$ cat src/rtl/router_pkt_tx.sv
// Router input-port packet transmitter: header {len,dest}, 1..63 payload bytes, XOR parity byte.
// Optional ROUTER_PKT_TX_PARITY_CORRUPT_EN adds a 'corrupt' input that inverts the sent parity byte.
module router_pkt_tx #(
    parameter int DATA_W = 8,
    parameter int LEN_W  = 6,
    parameter int ADDR_W = 2
) (
    input  logic              clk,
    input  logic              rst,
    input  logic              start,
    input  logic [ADDR_W-1:0] dest_addr,
    input  logic [LEN_W-1:0]  pay_len,
    input  logic [DATA_W-1:0] pay_in,
    input  logic              busy,
`ifdef ROUTER_PKT_TX_PARITY_CORRUPT_EN
    input  logic              corrupt,
`endif
    output logic              ready,
    output logic              pay_rd,
    output logic              pkt_valid,
    output logic [DATA_W-1:0] dout,
    output logic              done,
    output logic              err
);

    localparam int MAX_DEST = 2;

    typedef enum logic [2:0] {IDLE, HEADER, PAYLOAD, PARITY, DONE} state_t;

    state_t            state;
    logic [LEN_W-1:0]  cnt;
    logic [DATA_W-1:0] par;
    logic [DATA_W-1:0] par_out;
    logic [DATA_W-1:0] header;
    logic              start_ok;

    assign header   = DATA_W'({pay_len, dest_addr});
    assign start_ok = (dest_addr <= ADDR_W'(MAX_DEST)) && (pay_len != '0);

    // Pop only when the byte currently on dout is being accepted this edge.
    assign pay_rd = ((state == HEADER) || (state == PAYLOAD)) && (cnt != '0) && !busy;

`ifdef ROUTER_PKT_TX_PARITY_CORRUPT_EN
    logic corrupt_q;
    assign par_out = corrupt_q ? ~par : par;
`else
    assign par_out = par;
`endif

    always_ff @(posedge clk or posedge rst) begin
        if (rst) begin
            state     <= IDLE;
            cnt       <= '0;
            par       <= '0;
            ready     <= 1'b1;
            pkt_valid <= 1'b0;
            dout      <= '0;
            done      <= 1'b0;
            err       <= 1'b0;
`ifdef ROUTER_PKT_TX_PARITY_CORRUPT_EN
            corrupt_q <= 1'b0;
`endif
        end else begin
            done <= 1'b0;
            err  <= 1'b0;
            case (state)
                IDLE: begin
                    if (start) begin
                        if (start_ok) begin
                            state     <= HEADER;
                            dout      <= header;
                            pkt_valid <= 1'b1;
                            par       <= header;
                            cnt       <= pay_len;
                            ready     <= 1'b0;
`ifdef ROUTER_PKT_TX_PARITY_CORRUPT_EN
                            corrupt_q <= corrupt;
`endif
                        end else begin
                            err <= 1'b1;
                        end
                    end
                end
                HEADER, PAYLOAD: begin
                    if (pay_rd) begin
                        dout  <= pay_in;
                        par   <= par ^ pay_in;
                        cnt   <= cnt - 1'b1;
                        state <= PAYLOAD;
                    end else if (state == PAYLOAD && cnt == '0 && !busy) begin
                        // par already folds in the last payload byte
                        dout      <= par_out;
                        pkt_valid <= 1'b0;
                        state     <= PARITY;
                    end
                end
                PARITY: begin
                    if (!busy) begin
                        state <= DONE;
                        dout  <= '0;
                        done  <= 1'b1;
                    end
                end
                DONE: begin
                    state <= IDLE;
                    ready <= 1'b1;
                end
                default: state <= IDLE;
            endcase
        end
    end

endmodule

$ cat config.mk
export PLATFORM = sky130hd
export DESIGN_NAME = router_pkt_tx
export DESIGN_NICKNAME = d
export VERILOG_FILES = /design/src/rtl/router_pkt_tx.sv
export SDC_FILE = /design/constraint.sdc
export NUM_CORES = 1
export LEC_CHECK = 0
export ABC_AREA = 1
export ABC_CLOCK_PERIOD_IN_PS = 1900
export CORE_ASPECT_RATIO = 1.2
export CORE_UTILIZATION = 50
export CTS_CLUSTER_DIAMETER = 50
export DETAILED_ROUTE_END_ITERATION = 8
export PLACE_DENSITY = 0.82
export SYNTH_ARGS = -nofsm -noshare
export SYNTH_HDL_FRONTEND = slang
export SYNTH_SLANG_ARGS = --single-unit
$ cat constraint.sdc
create_clock -name clk -period 1.9 [get_ports clk]
set_input_delay 0.38 -clock clk [delete_from_list [all_inputs] [get_ports clk]]
set_output_delay 0.38 -clock clk [all_outputs]
set_load 0.01 [all_outputs]
==> results.yml <==
outcome:
  status: "finished, final reports clean"
cts:
  htree_levels: 2
  clkTransAtPathRegs_ps: 60
  root_buffer: "clkbuf_8"
  cts.hold.buffers_added: 0
  cts_buffers: 5
  ctsLongestPathBuffers: 2
  cts_tree: "done"
  cts_sinks: 29
  insertion_delay_ps: 290
cells_and_area:
  final_cell_mix: "nand2_1, clkdlybuf4s50_1, dfrtp_1"
  final_common_cell: "nand2_1"
  drive_gt1_share_pct: 16.8
  n_antenna_cell: 0
  nFillCells: 271
  nets: 324
  final_cells: 341
  area_delta_synth_final_pct: 37.4
floorplan:
  pin_count: 33
  start_util_pct: 52.2
  die_h_um: 66.4
  rows: 23
  dieArea_um2: 3700
  coreArea_um2: 3310
  dieWidth_um: 55.7
power:
  power-per-cell-area_nw_per_um2: 1820
  cellLeakagePower_uw: 0.00122
  peakVddDrop_uv: 1150
yosys:
  syn_inst: 242
  synth_seq_cells: 29
  yosys.cell_types.count: 27
  synth_nets: 263
  syn_area_um2: 1730
  avgSynthCellArea_um2: 7.15
  ys_warn_count: 0
  ys_seq_area_share_pct: 42.0
detailed_routing:
  vias: 1751
  ant_nets: 0
  routed_wl_mm: 4.28
  drt_iter0_drc: 65
  vias_per_cell: 5.13
  drc: 0
  wire_per_inst_um: 12.5
  first_pass_iters: 4
job:
  drv_cap: 0
timing:
  relSlewSlack_pct: 75.0
  fmax_mhz: 548
  final-max-slew-violation-count: 0
  hold_violations: 0
  worst_slack_ps: 73.9
  finalCritPeriodShare_pct: 96.1
  period_needed_ps: 1830
  setup-violations-final: 0
  clock_skew_ps: 4.33
  worst_pin_slew_ps: 375
grt:
  overflow: 0
  grtUsageTotal_pct: 26.3
  grt_first_pass_wirelength_mm: 7.40
  grt_pass1_vias: 1709
  grt_antenna_before_repair: 0
  grt_max_degree: 30
worst_setup_path:
  crit_buf_inv: 2
  rr_worst_depth: 11
  critical_path.startpoint_type: "flop"
  cp-end-kind: "output pin"
  crit_path_max_fanout: 3
  crit_start: "state[0]"
  r2r-end: "dout[5]"
  critPathTopFamily: "simple AND/OR/NAND/NOR gates"
  regToRegSetupSlack_ps: 180
  required_ps: 1520
  timing.rr.start: "cnt[0]"
  cp_slowest_cell: "dfrtp_1"
  path_class: "flop to output pin"
  cp_cell_sequence: "nand2_1, nand2_1, nor2_2, nand3_2, inv_1, clkdlybuf4s15_1"
  crit_top_cell: "nand2_1"
  slowest_delay_ps: 400
  arrival_ps: 1450
placed_design:
  io_buffer_count: 32
  hpwlAfterDp_mm: 3.06
  post-place-ws_ps: -71.3
  place_inst: 326
  gp_congestion: 0.803
min_path:
  hp-class: "input port to asynchronous set/reset pin"
## synth_stat cells (all sizes together)
master / number / area, um^2
nand3: 9 / 60.1
xor2: 4 / 35.0
dfstp: 1 / 26.3
nand4: 9 / 56.3
inv: 18 / 67.6
xnor2: 5 / 43.8
nor2: 18 / 87.6
mux2i: 2 / 20.0
dfrtp: 28 / 701
o211ai: 1 / 7.51
nand2: 110 / 415
nor3: 2 / 10.0
o21ai: 23 / 115
buf: 5 / 36.3
clkinv: 1 / 3.75
a21oi: 4 / 23.8
nor3b: 1 / 7.51
ha: 1 / 12.5
## metrics by stage
stage / power (uW) / instance area (um^2) / hold WS [ps] / TNS [ps] / util [%]
6_report: 4330 / 2380 / 469 / 0 / 71.8
5_1_grt: 4780 / 2380 / 509 / -3.22 / 71.8
4_1_cts: 4230 / 2330 / 482 / 0 / 70.5
3_5_place_dp: 3610 / 2210 / 466 / -140 / 66.8
3_3_place_gp: 3520 / 2210 / 461 / -60.0 / 66.8
2_1_floorplan: 2840 / 1730 / 453 / 0 / -
## tightest hold or removal path, cell delays in order
cell,delay [ps]
clkdlybuf4s50_1,400
inv_1,50
buf_4,330
## where the power goes
group          internal, uW  switching, uW  total [uW]
Sequential              913            196        1110
Clock                   327            240         566
Combinational          1140           1520        2660
## layout make-up
| class | count | area (um^2) | share of cell area, % |
|---|---|---|---|
| multi-input cells | 189 | 907 | 38.2 |
| flip-flops and latches | 29 | 727 | 30.6 |
| repair buffers | 59 | 523 | 22.0 |
| clock buffers | 7 | 96.3 | 4.05 |
| inverters | 19 | 71.3 | 3.00 |
| well taps | 37 | 46.3 | 1.95 |
| clock inverters | 1 | 5.00 | 0.211 |
## timing repair
action / 4_1_cts / 5_1_grt
gates resized for setup: 1 / 5
buffers inserted: 3 / 4
hold endpoints to repair: 0 / 0
pin swaps: 0 / 2
endpoints found under the setup margin: 1 / 9
## kinds of logic (layout without fill, tap and decap cells)
group | after synthesis | after routing | share of synthesized area (%)
AND/OR/NAND/NOR | 149 | 149 | 36.8
flip-flops | 29 | 29 | 42.0
AO/OA/AOI/OAI | 28 | 28 | 8.47
buffers and inverters | 24 | 86 | 6.22
XOR/XNOR | 9 | 9 | 4.56
multiplexers | 2 | 2 | 1.16
adder cells (fa/ha/maj) | 1 | 1 | 0.723
## how the worst max path moves through the flow
stage               to  slack, ps  cells past startpoint
6_report        pay_rd         70                      6
5_1_grt         pay_rd         -3                      6
4_1_cts         pay_rd         50                      6
3_5_place_dp    pay_rd        -70                      5
3_3_place_gp    pay_rd        -60                      5
2_1_floorplan  dout[0]        320                      9
## sequential cells by signal, indices dropped and copies added (netlist names)
register	cells
state	3
cnt	6
err	1
ready	1
pkt_valid	1
par	8
dout	8
done	1
## per-layer routing
layer / share of wire, % / track usage [%] / vias up
li1: - / - / 892
met1: 40 / 29.8 / 791
met2: 51 / 45.3 / 58
met3: 6.6 / 6.26 / 10
met4: 2.8 / 14.7 / 0
met5: 0 / 0 / -
No activity file was read; power rests on OpenSTA's default activity.
